--- config.mk ---
export PLATFORM = sky130hd
export DESIGN_NAME = long_lat_scoreboard_flat
export DESIGN_NICKNAME = d
export VERILOG_FILES = /design/src/rtl/long_lat_scoreboard_if.sv /design/src/rtl/long_lat_scoreboard.sv /design/src/flat_wrapper.sv
export SDC_FILE = /design/constraint.sdc
export NUM_CORES = 1
export LEC_CHECK = 0
export BUFFER_PORTS_ARGS = -buffer_cell sky130_fd_sc_hd__buf_2
export CAP_MARGIN = 30
export CORE_ASPECT_RATIO = 1.25
export CORE_MARGIN = 4
export CORE_UTILIZATION = 50
export DETAILED_ROUTE_END_ITERATION = 10
export PLACE_DENSITY = 0.89
export REMOVE_ABC_BUFFERS = 1
export SETUP_SLACK_MARGIN = 0.2
export SYNTH_ARGS = -nofsm -noshare
export SYNTH_HDL_FRONTEND = slang
export SYNTH_SLANG_ARGS = --single-unit
--- constraint.sdc ---
create_clock -name clk -period 3.35 [get_ports clk]
set_clock_uncertainty 0.2 [all_clocks]
set_input_delay 1.005 -clock clk [delete_from_list [all_inputs] [get_ports clk]]
set_output_delay 1.005 -clock clk [all_outputs]
set_load 0.05 [all_outputs]
--- src/rtl/long_lat_scoreboard_if.sv ---
// long_lat_scoreboard_if: decode-stage query, issue and writeback bundle for the scoreboard
//   q_vld/q_rs1/q_rs2/q_rd/q_rs1_vld/q_rs2_vld/q_wr_en/q_long : D-stage instruction under check
//   iss_vld : D instruction leaves D this cycle
//   cmp_vld/cmp_rd : long-latency writeback
//   stall : combinational hazard stall, pending : per-register pending writes
//   outst_cnt : in-flight long ops, err : sticky protocol error
interface long_lat_scoreboard_if #(parameter int NUM_REGS = 32);
   logic                q_vld;
   logic [4:0]          q_rs1;
   logic [4:0]          q_rs2;
   logic [4:0]          q_rd;
   logic                q_rs1_vld;
   logic                q_rs2_vld;
   logic                q_wr_en;
   logic                q_long;
   logic                iss_vld;
   logic                cmp_vld;
   logic [4:0]          cmp_rd;
   logic                stall;
   logic [NUM_REGS-1:0] pending;
   logic [1:0]          outst_cnt;
   logic                err;
   modport master (
      output q_vld, q_rs1, q_rs2, q_rd, q_rs1_vld, q_rs2_vld, q_wr_en, q_long, iss_vld, cmp_vld, cmp_rd,
      input  stall, pending, outst_cnt, err
   );
   modport slave (
      input  q_vld, q_rs1, q_rs2, q_rd, q_rs1_vld, q_rs2_vld, q_wr_en, q_long, iss_vld, cmp_vld, cmp_rd,
      output stall, pending, outst_cnt, err
   );
endinterface

--- src/rtl/long_lat_scoreboard.sv ---
// long_lat_scoreboard: pending-write scoreboard and in-flight counter for long-latency ops
//   clk : clock, rst : synchronous active-high reset
//   sb  : slave side of long_lat_scoreboard_if (query/issue/completion in, stall/pending/outst_cnt/err out)
module long_lat_scoreboard #(
   parameter int NUM_REGS  = 32,
   parameter int MAX_OUTST = 2
) (
   input logic                   clk,
   input logic                   rst,
   long_lat_scoreboard_if.slave  sb
);
   localparam int RF_IDX_WIDTH = 5;
   localparam logic [1:0] MAX = 2'(MAX_OUTST);
   logic [NUM_REGS-1:0] pend_q, pend_d;
   logic [1:0]          cnt_q, cnt_d;
   logic                err_q, err_d;
   logic                il, set, clr, pend1, pend2, raw, waw, strct;
   always_comb begin
      il  = sb.iss_vld && sb.q_long;
      set = il && sb.q_wr_en && sb.q_rd != '0;
      clr = sb.cmp_vld && sb.cmp_rd != '0;
      pend_d = pend_q;
      if (clr) pend_d[sb.cmp_rd] = 1'b0;
      // set applied after clear so a same-edge issue to the completing rd stays pending
      if (set) pend_d[sb.q_rd] = 1'b1;
      pend_d[0] = 1'b0;
      // simultaneous issue and completion leave the count alone
      cnt_d = (il && !sb.cmp_vld && cnt_q != MAX) ? cnt_q + 2'd1 :
              (sb.cmp_vld && !il && cnt_q != 2'd0) ? cnt_q - 2'd1 : cnt_q;
      err_d = err_q
            || (clr && !pend_q[sb.cmp_rd])
            || (sb.cmp_vld && cnt_q == 2'd0)
            || (il && cnt_q == MAX && !sb.cmp_vld);
      // a completion this cycle releases the hazard on its rd
      pend1 = pend_q[sb.q_rs1] && !(sb.cmp_vld && sb.cmp_rd == sb.q_rs1);
      pend2 = pend_q[sb.q_rs2] && !(sb.cmp_vld && sb.cmp_rd == sb.q_rs2);
      raw   = (sb.q_rs1_vld && sb.q_rs1 != '0 && pend1) || (sb.q_rs2_vld && sb.q_rs2 != '0 && pend2);
      waw   = sb.q_wr_en && sb.q_rd != '0 && pend_q[sb.q_rd] && !(sb.cmp_vld && sb.cmp_rd == sb.q_rd);
      strct = sb.q_long && cnt_q == MAX && !sb.cmp_vld;
   end
   always_ff @(posedge clk) begin
      if (rst) begin
         pend_q <= '0;
         cnt_q  <= 2'd0;
         err_q  <= 1'b0;
      end else begin
         pend_q <= pend_d;
         cnt_q  <= cnt_d;
         err_q  <= err_d;
      end
   end
   logic [RF_IDX_WIDTH-1:0] unused_idx;
   assign unused_idx   = '0;
   assign sb.stall     = sb.q_vld && (raw || waw || strct);
   assign sb.pending   = pend_q;
   assign sb.outst_cnt = cnt_q;
   assign sb.err       = err_q;
endmodule

--- src/flat_wrapper.sv ---
// flat-port wrapper written by rule: the top's interface ports become plain ports
module long_lat_scoreboard_flat 
#(
   parameter int NUM_REGS  = 32,
   parameter int MAX_OUTST = 2
)
  (clk, rst, sb_q_vld, sb_q_rs1, sb_q_rs2, sb_q_rd, sb_q_rs1_vld, sb_q_rs2_vld, sb_q_wr_en, sb_q_long, sb_iss_vld, sb_cmp_vld, sb_cmp_rd, sb_stall, sb_pending, sb_outst_cnt, sb_err);
  long_lat_scoreboard_if #(.NUM_REGS(NUM_REGS)) sb_i ();
  input logic clk;
  input logic rst;
  input wire logic [$bits(sb_i.q_vld)-1:0] sb_q_vld;
  input wire logic [$bits(sb_i.q_rs1)-1:0] sb_q_rs1;
  input wire logic [$bits(sb_i.q_rs2)-1:0] sb_q_rs2;
  input wire logic [$bits(sb_i.q_rd)-1:0] sb_q_rd;
  input wire logic [$bits(sb_i.q_rs1_vld)-1:0] sb_q_rs1_vld;
  input wire logic [$bits(sb_i.q_rs2_vld)-1:0] sb_q_rs2_vld;
  input wire logic [$bits(sb_i.q_wr_en)-1:0] sb_q_wr_en;
  input wire logic [$bits(sb_i.q_long)-1:0] sb_q_long;
  input wire logic [$bits(sb_i.iss_vld)-1:0] sb_iss_vld;
  input wire logic [$bits(sb_i.cmp_vld)-1:0] sb_cmp_vld;
  input wire logic [$bits(sb_i.cmp_rd)-1:0] sb_cmp_rd;
  output wire logic [$bits(sb_i.stall)-1:0] sb_stall;
  output wire logic [$bits(sb_i.pending)-1:0] sb_pending;
  output wire logic [$bits(sb_i.outst_cnt)-1:0] sb_outst_cnt;
  output wire logic [$bits(sb_i.err)-1:0] sb_err;
  assign sb_i.q_vld = sb_q_vld;
  assign sb_i.q_rs1 = sb_q_rs1;
  assign sb_i.q_rs2 = sb_q_rs2;
  assign sb_i.q_rd = sb_q_rd;
  assign sb_i.q_rs1_vld = sb_q_rs1_vld;
  assign sb_i.q_rs2_vld = sb_q_rs2_vld;
  assign sb_i.q_wr_en = sb_q_wr_en;
  assign sb_i.q_long = sb_q_long;
  assign sb_i.iss_vld = sb_iss_vld;
  assign sb_i.cmp_vld = sb_cmp_vld;
  assign sb_i.cmp_rd = sb_cmp_rd;
  assign sb_stall = sb_i.stall;
  assign sb_pending = sb_i.pending;
  assign sb_outst_cnt = sb_i.outst_cnt;
  assign sb_err = sb_i.err;
  long_lat_scoreboard #(.NUM_REGS(NUM_REGS), .MAX_OUTST(MAX_OUTST)) u_core (.clk(clk), .rst(rst), .sb(sb_i));
endmodule
### Yosys cells after proc, flatten, opt, wreduce, memory -nomap -nowiden

Index checks and enable logic that the tools add are counted.

| word-level totals | value |
|---|---|
| bits in registers | 35 |
| output and inout bits | 36 |
| input port bits | 29 |

| cells by class | value |
|---|---|
| eq/ne operators | 5 |
| add/subtract/negate cells | 2 |
| reductions and logical operators | 48 |
| muxes and demuxes | 16 |
| order comparisons | 6 |
| bitwise gates (word level) | 3 |

Operators by type and width:

| kind | number |
|---|---|
| $mux 32 | 2 |
| $and 32x32->32 | 1 |
| $not 32->32 | 1 |
| $or 32x32->32 | 1 |
| $logic_and 1x1->1 | 29 |
| $lt 5x6->1 const B | 4 |
| $bmux 1 s5 | 4 |
| $reduce_bool 5->1 | 4 |
| $eq 5x5->1 | 3 |
| $demux 1 s5 | 2 |
| $ge 5x1->1 const B | 2 |
| $logic_not 1->1 | 6 |
| $logic_or 1x1->1 | 6 |
| $mux 1 | 6 |
| $mux 2 | 2 |
| $reduce_bool 2->1 | 2 |
| $add 2x1->2 const B | 1 |
| $eq 2x2->1 const B | 1 |
| $logic_not 2->1 | 1 |
| $ne 2x2->1 const B | 1 |
| $sub 2x1->2 const B | 1 |

### Logic depth before layout (Yosys ltp)

| depth | value |
|---|---|
| depth in word-level cells | 9 |
| mapped depth | 7 |

### Least setup slack after synthesis

No wires, ideal clock.

| timing path | value |
|---|---|
| path kind | input-to-output |
| start point | input port sb_q_rd[4] |
| end point | output port sb_stall |
| cell stages on the path | 6 |
| arrival time | 2,832 ps |
| slack | -687 ps |
| required time | 2,145 ps |
| cell sequence | clkbuf_1 -> nor3b_1 -> a221oi_1 -> o21ai_0 -> nor4_1 -> o211ai_1 |

| on the way | value |
|---|---|
| longest elaborated chain between the ends | 7 |
| elaborated cells between the ends (all ways) | 12 |
| classes of those cells | 1 x eq/ne; 2 x mux; 9 x reduce/logical |

RTL lines:

| element | RTL line | RTL |
|---|---|---|
| start: declaration | flat_wrapper.sv:14 | `input wire logic [$bits(sb_i.q_rd)-1:0] sb_q_rd;` |
| $bmux 1 s5, or another cell as far along | long_lat_scoreboard.sv:38 | `waw = sb.q_wr_en && sb.q_rd != '0 && pend_q[sb.q_rd] && !(sb.cmp_vld && sb.cmp_rd == sb.q_rd);` |
| $mux 1 (not written as such) or $logic_and 1x1->1 (tied branches) | long_lat_scoreboard.sv:38 |  |
| $logic_and 1x1->1 or $logic_not 1->1 (tied branches) | long_lat_scoreboard.sv:38 |  |
| $logic_and 1x1->1 * | long_lat_scoreboard.sv:38 |  |
| $logic_or 1x1->1 * (2 in series) | long_lat_scoreboard.sv:54 | `assign sb.stall = sb.q_vld && (raw \|\| waw \|\| strct);` |
| $logic_and 1x1->1 * | long_lat_scoreboard.sv:54 |  |
| end: declaration | flat_wrapper.sv:22 | `output wire logic [$bits(sb_i.stall)-1:0] sb_stall;` |

Mark *: on every way between the ends. The rest lies on a longest branch, timed or not. The select of a mux whose other input is x is not followed.

### Worst setup path after layout

| timing path | value |
|---|---|
| start point | input port sb_q_rd[3] |
| end point | output port sb_stall |

The elaborated chain is that of the path after synthesis.

==> flow_summary.ini <==
[outcome]
status = complete, but fails checks
violations = negative setup slack

[global_route]
antenna_found_initial = 0
grt_usage_pct = 30.94
grt_pass1_wl_mm = 16.50
grt_remaining_overflow = 0
grt_max_degree = 35
first_global_vias = 3329

[floorplanning]
ios = 65
die_x_um = 75.37
core_um2 = 5480
die_area_um2 = 6949
fp-row-count = 30
start_util_pct = 51.76
die_h_um = 92.21

[setup_path]
critPathMaxFanout = 10
required_ns = 2.14
r2r_end = u_core.sb.err
rr_startpoint = u_core.sb.pending[21]
cp.arrival_ns = 2.54
cp-startpoint = sb_q_rd[3]
path_class = in -> out
rr_worst_depth = 5
r2r_setup_slack_ns = 1.28
cp-start-kind = input port
crit_path_end_kind = primary output

[synthesis]
syn_inst = 321
synth_simple_gate_area_share_pct = 19.36
synth_area_per_cell_um2 = 8.836
synth-main-ff-cell = dfxtp_1
ys_warn_count = 0
synth_top_family_by_area = multiplexers
ys_types = 49
synth_area_um2 = 2836
async_reset_ff_share_pct = 0
ys_seq_area_share_pct = 24.00
synth_compound_area_share_pct = 19.67
synth_edf_count = 0
synth_fa_ha_area_share_pct = 0
synth_seq_cells = 34
synth_xor_area_share_pct = 4.632
synthMuxAreaShare_pct = 26.69

[sta]
hold_viol = 0
slew_headroom_pct = 47.53
final-setup-viol-count = 1
rsz0062_at_grt = yes
worst_pin_slew_ns = 0.7842
fin_ws_ns = -0.3980
period_needed_ns = 3.748
period_share_pct = 111.9
max_freq_mhz = 266.8
slew_viol_final = 0

[drt]
ant_nets = 0
vias = 3280
drc = 0
first_iter_violations = 616
wl_mm = 10.34
drt-vias-per-instance = 6.934
wire_per_inst_um = 21.86
firstDrtPassIters = 6

[flow_run]
max_cap_viol_count = 0

[cells_and_area]
final_cells = 473
n_antenna_cell = 0
drive_gt1_share_pct = 38.63
fill_cells = 394
fin_area_um2 = 3620
area_growth_syn_to_layout_pct = 27.61
nets = 437

[hold_path]
hold_path_depth = 2
min_path_type = reg -> reg
holdCritStartpoint = u_core.sb.err
min_to = u_core.sb.err

[pwr]
p_per_area_nw_per_um2 = 266.1
leakagePower_nw = 1.470
ir_drop_v = 0.0001458

[placement]
portBuffers = 63
dpl_cell_area_um2 = 3475
gp_congestion = 1.045
dp_hpwl_mm = 7.424
dpl.cell_count = 465

[clock_tree]
cts_buffers = 5
clkTransAtPathRegs_ns = 0.07
cts_tree = yes
cts_root_buf = clkbuf_8
postCtsSetupRepairBufs = 0
clockBufferDepth = 2
h-tree-depth = 2
clk_latency_ns = 0.30
cts.sinks = 34
cells in the mapped netlist, types with 4 or more instances:
cell | n | area share, %
mux2i_1 | 4 | 1.4
nand2_1 | 38 | 5.0
and3b_1 | 4 | 1.2
nand2b_1 | 5 | 1.1
mux2_2 | 10 | 4.0
mux4_2 | 21 | 17
buf_2 | 11 | 1.9
a31oi_1 | 4 | 0.88
inv_1 | 5 | 0.66
nor4_1 | 6 | 1.3
a21oi_1 | 33 | 5.8
clkbuf_1 | 11 | 1.5
o21ai_0 | 36 | 6.4
or3_1 | 4 | 0.88
xor2_1 | 12 | 3.7
nor3_1 | 5 | 0.88
o211ai_1 | 4 | 1.1
dfxtp_1 | 34 | 24
nor2b_1 | 7 | 1.5
nand3_1 | 14 | 2.5
nor2_1 | 5 | 0.66
mux4_1 | 5 | 4.6
kinds of logic after synthesis:
| group | after synthesis |
|---|---|
| simple gates | 103 |
| buf+inv | 32 |
| xor+xnor | 15 |
| mux | 40 |
| compound gates | 96 |
| other cells | 1 |
| flops | 34 |
worst max-delay path by stage:
| stage | depth (start not counted) | endpoint |
|---|---|---|
| 5_1_grt | 8 | sb_stall |
| 2_1_floorplan | 5 | sb_stall |
| 6_report | 8 | sb_stall |
| 3_3_place_gp | 7 | sb_stall |
| 4_1_cts | 8 | sb_stall |
| 3_5_place_dp | 8 | sb_stall |
worst max-delay path, stage by stage:
cell and delay (ns):
buf_2 0.23, buf_4 0.18, nor3_2 0.06, nor3b_1 0.14, a311oi_1 0.34, o21ai_0 0.14, o211ai_1 0.21, buf_4 0.23
where the power goes:
part           leakage (nW)  total [mW]  internal, mW  switching, mW
logic                  1.15       0.236         0.101          0.135
clock network        0.0482       0.315         0.166          0.150
registers             0.274       0.412         0.407        0.00481
total                  1.47       0.963         0.674          0.289
timing repair:
item,CTS,global route
resized for setup,16,1
hold buffers,0,0
pin swaps,5,0
setup endpoints to repair,1,1
per-stage QoR:
| stage | setup TNS (ns) | util (%) | hold WS [ns] | setup WS, ns | total power, mW |
|---|---|---|---|---|---|
| floorplan | -0.4840 | - | 0.5362 | -0.4840 | 0.5099 |
| global placement | -0.5261 | 63.40 | 0.2873 | -0.5261 | 0.6352 |
| detailed placement | -0.5532 | 63.40 | 0.3358 | -0.5532 | 0.6437 |
| CTS | -0.3409 | 66.03 | 0.3528 | -0.3409 | 0.9558 |
| global route | -0.4823 | 66.05 | 0.3871 | -0.4823 | 1.001 |
| finish | -0.3980 | 66.05 | 0.3547 | -0.3980 | 0.9633 |
layout make-up:
type / count / area [um2] / area share [%]
Sequential cell: 34 / 680.7 / 18.80
Clock inverter: 1 / 5.005 / 0.1383
Multi-Input combinational cell: 255 / 2032 / 56.14
Timing Repair Buffer: 107 / 716.9 / 19.81
Tap cell: 64 / 80.08 / 2.212
Inverter: 5 / 18.77 / 0.5185
Clock buffer: 7 / 86.33 / 2.385
flip-flops by register name, indices dropped and copies added, names as in the netlist:
name and cells:
u_core.sb.err 1, u_core.sb.outst_cnt 2, u_core.sb.pending 31
cell usage in the layout, fill, tap and decap left out, types with 5 or more instances in the layout:
cell and instances:
nor2b_1 7, nor2_1 5, nand2_1 37, a21oi_1 32, nand3_1 14, xor2_1 12
mux4_2 21, dfxtp_1 34, nor3_1 5, nor4_1 5, buf_4 42, inv_1 5
o21ai_0 35, nand2b_1 5, mux2_2 10, mux4_1 5, clkbuf_8 6, buf_2 59
per-layer routing:
layer | global-route usage [%] | wire length (um) | vias up | share of wire (%)
met5 | 0 | 0 | - | 0
met4 | 20.55 | 755 | 0 | 7.3
met3 | 6.360 | 1235 | 98 | 12
met2 | 48.99 | 4864 | 308 | 47
met1 | 36.57 | 3485 | 1475 | 34
li1 | - | - | 1399 | -
Power figures use the tool's default switching activity.
